`src/rtl/cursor_pkg.sv`:
```
// Shared types for the grid cursor controller: FSM states and decoded button commands.
package cursor_pkg;

   typedef enum logic [1:0] {IDLE, DEBOUNCE, ACT, HOLD} state_t;

   typedef enum logic [2:0] {NONE, UP, DOWN, LEFT, RIGHT, SEL} cmd_t;

   function automatic logic is_move(input cmd_t c);
      return (c == UP) || (c == DOWN) || (c == LEFT) || (c == RIGHT);
   endfunction

endpackage

```
`src/rtl/btn_sync.sv`:
```
// Two-flop synchronizer for the five raw buttons plus a single-button command encoder.
module btn_sync
   import cursor_pkg::*;
(
   input  logic       clk,
   input  logic       reset_n,
   input  logic [4:0] btn,      // {sel, right, left, down, up}
   output cmd_t       cmd
);

   logic [4:0] meta;
   logic [4:0] sync;

   always_ff @(posedge clk) begin
      if (!reset_n) begin
         meta <= '0;
         sync <= '0;
      end else begin
         meta <= btn;
         sync <= meta;
      end
   end

   // Chords and releases both decode to NONE so they can never act.
   always_comb begin
      cmd = NONE;
      case (sync)
         5'b00001: cmd = UP;
         5'b00010: cmd = DOWN;
         5'b00100: cmd = LEFT;
         5'b01000: cmd = RIGHT;
         5'b10000: cmd = SEL;
         default:  cmd = NONE;
      endcase
   end

endmodule

```
`src/rtl/cursor_ctrl.sv`:
```
// Debounced, auto-repeating cursor over a COLS x ROWS board with overlay position
// and a valid/ready select handshake toward game logic.
module cursor_ctrl
   import cursor_pkg::*;
#(
   parameter int COLS         = 3,
   parameter int ROWS         = 3,
   parameter int CELL         = 32,
   parameter int ORIGIN_X     = 272,
   parameter int ORIGIN_Y     = 192,
   parameter int DB_TICKS     = 2,
   parameter int REPEAT_TICKS = 10,
   parameter bit WRAP         = 1'b1,
   localparam int CW = (COLS > 1) ? $clog2(COLS) : 1,
   localparam int RW = (ROWS > 1) ? $clog2(ROWS) : 1
) (
   input  logic          clk,
   input  logic          reset_n,
   input  logic          frame_tick,
   input  logic          btn_up,
   input  logic          btn_down,
   input  logic          btn_left,
   input  logic          btn_right,
   input  logic          btn_sel,
   input  logic          lock,
   input  logic          sel_ready,
   output logic [CW-1:0] cell_col,
   output logic [RW-1:0] cell_row,
   output logic [9:0]    top_left_x,
   output logic [9:0]    top_left_y,
   output logic          sel_valid,
   output logic [CW-1:0] sel_col,
   output logic [RW-1:0] sel_row,
   output state_t        fsm_state
);

   // Select handshake: sel_valid rises with sel_col/sel_row stable and stays high
   // until a cycle where sel_valid && sel_ready; the clear lands on the next edge.

   localparam int CNT_MAX = (DB_TICKS > REPEAT_TICKS) ? DB_TICKS : REPEAT_TICKS;
   localparam int CNT_W   = $clog2(CNT_MAX + 1);
   localparam logic [CW-1:0] COL_MAX = CW'(COLS - 1);
   localparam logic [RW-1:0] ROW_MAX = RW'(ROWS - 1);

   cmd_t             cmd;
   cmd_t             latched;
   state_t           state;
   logic [CNT_W-1:0] cnt;
   logic             apply;
   logic             repeat_due;
   logic [CW-1:0]    col_next;
   logic [RW-1:0]    row_next;

   btn_sync u_btn_sync (
      .clk     (clk),
      .reset_n (reset_n),
      .btn     ({btn_sel, btn_right, btn_left, btn_down, btn_up}),
      .cmd     (cmd)
   );

   assign fsm_state = state;

   assign repeat_due = (state == HOLD) && (cmd == latched) && is_move(latched)
                       && frame_tick && (cnt == CNT_W'(REPEAT_TICKS - 1));
   assign apply = (state == ACT) || repeat_due;

   always_comb begin
      col_next = cell_col;
      row_next = cell_row;
      case (latched)
         UP:    row_next = (cell_row == '0)    ? (WRAP ? ROW_MAX : cell_row) : cell_row - RW'(1);
         DOWN:  row_next = (cell_row == ROW_MAX) ? (WRAP ? '0 : cell_row)    : cell_row + RW'(1);
         LEFT:  col_next = (cell_col == '0)    ? (WRAP ? COL_MAX : cell_col) : cell_col - CW'(1);
         RIGHT: col_next = (cell_col == COL_MAX) ? (WRAP ? '0 : cell_col)    : cell_col + CW'(1);
         default: ;
      endcase
   end

   always_ff @(posedge clk) begin
      if (!reset_n) begin
         state      <= IDLE;
         latched    <= NONE;
         cnt        <= '0;
         cell_col   <= '0;
         cell_row   <= '0;
         top_left_x <= 10'(ORIGIN_X);
         top_left_y <= 10'(ORIGIN_Y);
         sel_valid  <= 1'b0;
         sel_col    <= '0;
         sel_row    <= '0;
      end else begin
         top_left_x <= 10'(ORIGIN_X + int'(cell_col) * CELL);
         top_left_y <= 10'(ORIGIN_Y + int'(cell_row) * CELL);

         if (apply && !lock && is_move(latched)) begin
            cell_col <= col_next;
            cell_row <= row_next;
         end

         // An acknowledge in the same cycle as a new select wins; the new select is lost.
         if (sel_valid && sel_ready) begin
            sel_valid <= 1'b0;
         end else if (apply && !lock && (latched == SEL) && !sel_valid) begin
            sel_valid <= 1'b1;
            sel_col   <= cell_col;
            sel_row   <= cell_row;
         end

         case (state)
            IDLE: begin
               if (cmd != NONE) begin
                  state   <= DEBOUNCE;
                  latched <= cmd;
                  cnt     <= '0;
               end
            end
            DEBOUNCE: begin
               if (cmd != latched) begin
                  state <= IDLE;
               end else if (frame_tick) begin
                  if (cnt == CNT_W'(DB_TICKS - 1)) begin
                     state <= ACT;
                     cnt   <= '0;
                  end else begin
                     cnt <= cnt + CNT_W'(1);
                  end
               end
            end
            ACT: begin
               state <= HOLD;
               cnt   <= '0;
            end
            HOLD: begin
               if (cmd != latched) begin
                  state <= IDLE;
               end else if (is_move(latched) && frame_tick) begin
                  cnt <= repeat_due ? '0 : cnt + CNT_W'(1);
               end
            end
            default: state <= IDLE;
         endcase
      end
   end

endmodule

```
`config.mk`:
```
export PLATFORM = sky130hd
export DESIGN_NAME = cursor_ctrl
export DESIGN_NICKNAME = d
export VERILOG_FILES = /design/src/rtl/cursor_pkg.sv /design/src/rtl/btn_sync.sv /design/src/rtl/cursor_ctrl.sv
export SDC_FILE = /design/constraint.sdc
export NUM_CORES = 1
export LEC_CHECK = 0
export CORE_ASPECT_RATIO = 2
export CORE_UTILIZATION = 48
export DETAILED_ROUTE_END_ITERATION = 10
export PLACE_DENSITY = 0.75
export SYNTH_ARGS = -nofsm -noshare
export SYNTH_HDL_FRONTEND = slang
export SYNTH_SLANG_ARGS = --single-unit
```
`constraint.sdc`:
```
create_clock -name clk -period 6 [get_ports clk]
set_input_delay 1.2 -clock clk [delete_from_list [all_inputs] [get_ports clk]]
set_output_delay 1.2 -clock clk [all_outputs]
set_load 0.005 [all_outputs]
```
# [Yosys cells after proc, flatten, opt, wreduce, memory -nomap -nowiden]
# Index checks and enable logic that the tools add are counted.
[totals] wordCells=98 out_inout_bits=31 input_bits=10 reg_bits=48
[op_classes] addsub=7 n_reduce_logical=29 muxes=21 eq_ne=27 bitwise=2
[op_table] op="$mux 4" n=7
[op_table] op="$mux 2" n=9
[op_table] op="$pmux 4 s4" n=1
[op_table] op="$pmux 3 s5" n=1
[op_table] op="$add 9x7->10 const A" n=1
[op_table] op="$logic_and 1x1->1" n=10
[op_table] op="$add 8x7->9 const A" n=1
[op_table] op="$eq 2x2->1 const B" n=4
[op_table] op="$ne 2x2->1 const B" n=4
[op_table] op="$pmux 2 s2" n=2
[op_table] op="$pmux 2 s4" n=1
[op_table] op="$reduce_and 2->1" n=4
[op_table] op="$eq 3x2->1 const B" n=2
[op_table] op="$eq 3x3->1 const B" n=2
[op_table] op="$logic_not 2->1" n=3
[op_table] op="$ne 3x3->1 const B" n=2
[op_table] op="$eq 5x1->1 const B" n=1
[op_table] op="$eq 5x2->1 const B" n=1
[op_table] op="$eq 5x3->1 const B" n=1
[op_table] op="$eq 5x4->1 const B" n=1
[op_table] op="$eq 5x5->1 const B" n=1
[op_table] op="$reduce_and 5->1" n=1
[op_table] op="$add 2x1->2 const B" n=2
[op_table] op="$add 4x1->4 const B" n=1
[op_table] op="other kinds (15)" n=23

# [Logic depth before layout (Yosys ltp)]
[depth] depth_word=12 mapped_depth=8

# [Modules after synthesis]
# Synthesis repeated with hierarchy kept, for this count alone.
[hier_totals] cells_unflattened=185 hier_area_um2=1694.1
[by_module_without_submodules] mod="cursor_ctrl" cells_each=157 area_per_inst_um2=1361.3 instances=1
[by_module_without_submodules] mod="btn_sync" cells_each=28 area_per_inst_um2=332.8 instances=1

# [Worst setup path after synthesis]
# No wires, ideal clock.
[synth_timing] path_kind="input -> register" startpoint="input frame_tick" endpoint="register cell_row[1]" setup_time_ns=0.119 cell_stages=5 path_buffers=0 path_slack_ns=3.584 t_arrival_ns=2.297 required_time_ns=5.881 path_cell_list="nand2_1 nor4_1 a21boi_2 or3_1 o221a_1"
[synth_via] elab_chain_len=6
[synth_rtl] item="start, declared" line_no="cursor_ctrl.sv:19" text="input logic frame_tick,"
[synth_rtl] item="$logic_and 1x1->1 (2 in a row)" line_no="cursor_ctrl.sv:64" text="&& frame_tick && (cnt == CNT_W'(REPEAT_TICKS - 1));"
[synth_rtl] item="$logic_or 1x1->1" line_no="cursor_ctrl.sv:65" text="assign apply = (state == ACT) || repeat_due;"
[synth_rtl] item="$logic_and 1x1->1 (2 in a row)" line_no="cursor_ctrl.sv:95" text="if (apply && !lock && is_move(latched)) begin"
[synth_rtl] item="$reduce_and 2->1 (no source line)"
[synth_rtl] item="end signal, assigned" line_no="cursor_ctrl.sv:97" text="cell_row <= row_next;"
[synth_rtl] item="end, declared" line_no="cursor_ctrl.sv:28" text="output logic [RW-1:0] cell_row,"
# Every way passes these cells.
# A chain may end at the register's enable or synchronous reset.

# [Worst setup path in the final report]
# Same ends and word-level chain as after synthesis.

==> out/results.ini <==
[route]
vias=1425
drc_errors=0
dr_wl_met2_um=1790
wl_per_cell_um=11.9
drt-met1-wl_um=1270
first_pass_iters=4
highest_layer=met4
drt-total-wl_um=3250
drt_iter0_drc=17
antenna_left=0
wl_met3_um=109
vias_per_cell=5.24

[global_route]
grt_max_degree=32
grt_pass1_vias=1336
antenna_found_initial=0
grt_overflow=0
grt_pass1_wl_um=5580
track_usage_pct=19.1

[sta]
max_slew_margin_pct=40.2
skew_ns=0.00277
rsz0062_at_grt=false
setup_tns_ns=0
slew_viol_final=0
finalHoldViolCount=0
setup_violations=0
worst_hold_slack_ns=0.432
timing.final.crit_share_pct=46.1
worst_slew_pin_slew_ns=0.895
timing.fmax_mhz=362
final.min_clock_period_ns=2.76

[finish]
fillerInstances=342
postLayoutCoreUtil_pct=60.4
diodes=0
final_nets=241
final_layout_size_suffix_gt1_share_pct=7.14
area_growth_pct=17.7

[critical_path]
critPathLaunch=frame_tick
path_delay_family=simple AND/OR/NAND/NOR gates
timing.critical_path.fanout_max=4
worstSetupEndpointType=flop
cp.arrival_ns=2.94
worstSetupPathType=in -> reg
required_ns=6.17
start_kind=input port
crit_chain=clkdlybuf4s50_1 > nand2_1 > nor4_1 > a21boi_2 > or3_1 > o221a_1
r2r-start=u_btn_sync.sync[4]
cp_slowest_cell=clkdlybuf4s50_1
cp_slowest_stage_delay_ns=0.47
cp.buffers_inverters=1

[synthesis]
ys_seq_area_share_pct=37.3
synth_ff_type=dfxtp_1
synth_most_common_cell=dfxtp_1
yosys.area.top_type=dfxtp_1
netlist_area_um2=1770
synth_edf_count=0
synth_area_leaders=dfxtp_1 37%, buf_4 6.4%, ha_1 5.7%
ys_seq_elements=33
avgSynthCellArea_um2=8.72
ys_types=44
synth-warning-count=0
synth_top_area_share_pct=37.3
synthArstFlopShare_pct=0
netlist_instances=203
synthTopCellsByCount=33 x dfxtp_1, 16 x nor2_1, 15 x buf_4, 14 x inv_1, 13 x and2_1

[pwr]
report.power.total_uw=505
swShare_pct=23.2
seqPwrFrac_pct=46.7
leakage_nw=0.773
cellPowerDensity_nw_per_um2=242
power.switching_uw=117
combPwrFrac_pct=11.0
p_clk_share_pct=42.3
internal_power_uw=388
irDropWorstVdd_uv=236

[clock_tree]
cts_made_buffers=5
clk_path_buf_depth=2
cts_tree=yes
postCtsSetupBuffers=0
clk_latency_ns=0.28
hold_buffers=0
clk_pin_slew_worst_paths_ns=0.06
htree_levels=2
cts_root_buffer=clkbuf_8
cts.repair.resized=0
clock-sinks=33

[floorplanning]
fp.dieW_um=44.9
start_util_pct=51.3
die_h_um=87.9
core_um2=3450
die_area_um2=3950
io_pins=41
num_rows=30

[flow_run]
drv_cap=0

[worst_hold_path]
holdCritStartpoint=u_btn_sync.meta[3]
hold_path.class=reg -> reg

[placement]
gp_congestion=0.797
port_buffers=26
dp_hpwl_um=2440

[status]
outcome=finished, final reports clean

==> power by group through the flow <==
stage / Sequential, mW / Combinational, mW / Clock [mW]
floorplan: 0.233 / 0.0534 / 0
global placement: 0.241 / 0.0548 / 0
detailed placement: 0.241 / 0.0550 / 0
CTS: 0.236 / 0.0554 / 0.218
global route: 0.237 / 0.0626 / 0.228
finish: 0.236 / 0.0555 / 0.213
==> path summary, 6_finish.rpt <==
kind	depth (start not counted)	slack (ns)	endpoint
max	6	3.24	cell_row[1]
min	1	0.43	u_btn_sync.sync[3]
max reg2reg	6	3.74	cell_row[1]
min reg2reg	1	0.43	u_btn_sync.sync[3]
==> final cells by class <==
cell class	instances	area (um2)	share of cell area (%)
clock buffer	7	86.3	4.14
tap	48	60.1	2.88
timing repair buffer	26	260	12.5
clock inverter	1	30.0	1.44
multi-input combinational	143	935	44.8
inverter	14	52.6	2.52
sequential	33	661	31.7
==> cells in the final DEF, fill, tap and decap left out, types with 3 or more instances in the layout <==
master	count
o21a_1	3
a21oi_1	8
nand2b_1	4
xnor2_1	4
clkdlybuf4s50_1	26
clkbuf_8	6
and2_1	13
o21ai_0	9
ha_1	8
dfxtp_1	33
conb_1	14
a31oi_1	3
nand2_1	6
or3_1	5
or2_2	3
a21boi_0	4
nor2_1	16
inv_1	14
nand3_1	6
nor2b_1	4
==> state kept, by name (all words and copies together), names as in the netlist, named ones only <==
name,cells
sel_valid,1
u_btn_sync.meta,5
latched,3
cell_col,2
top_left_y,3
cell_row,2
sel_col,2
top_left_x,2
sel_row,2
fsm_state,1
u_btn_sync.sync,5
cnt,4
==> through the flow <==
| stage | worst slack [ns] | instances | instance area (um2) |
|---|---|---|---|
| after global routing | 3.06 | 272 | 2080 |
| after global placement | 2.97 | 264 | 1970 |
| after CTS | 3.24 | 272 | 2080 |
| after detailed placement | 2.93 | 264 | 1970 |
| after floorplan | 3.58 | 215 | 1820 |
| final | 3.24 | 272 | 2080 |
==> layer usage <==
metal  vias up  track usage, %
met1       676            19.0
met5         -               0
met4         0            9.92
li1        709               -
met2        35            35.2
met3         5            3.71
==> cells by family (layout without fill, tap and decap cells) <==
kind of cell,Yosys count,after routing,synth area share (%)
compound gates,44,44,17.7
buf+inv,39,48,12.4
flops,33,33,37.3
other cells,2,14,0.424
xor+xnor,6,6,2.97
simple gates,71,71,23.5
fa+ha+maj,8,8,5.65
No activity file was read; power rests on OpenSTA's default activity.
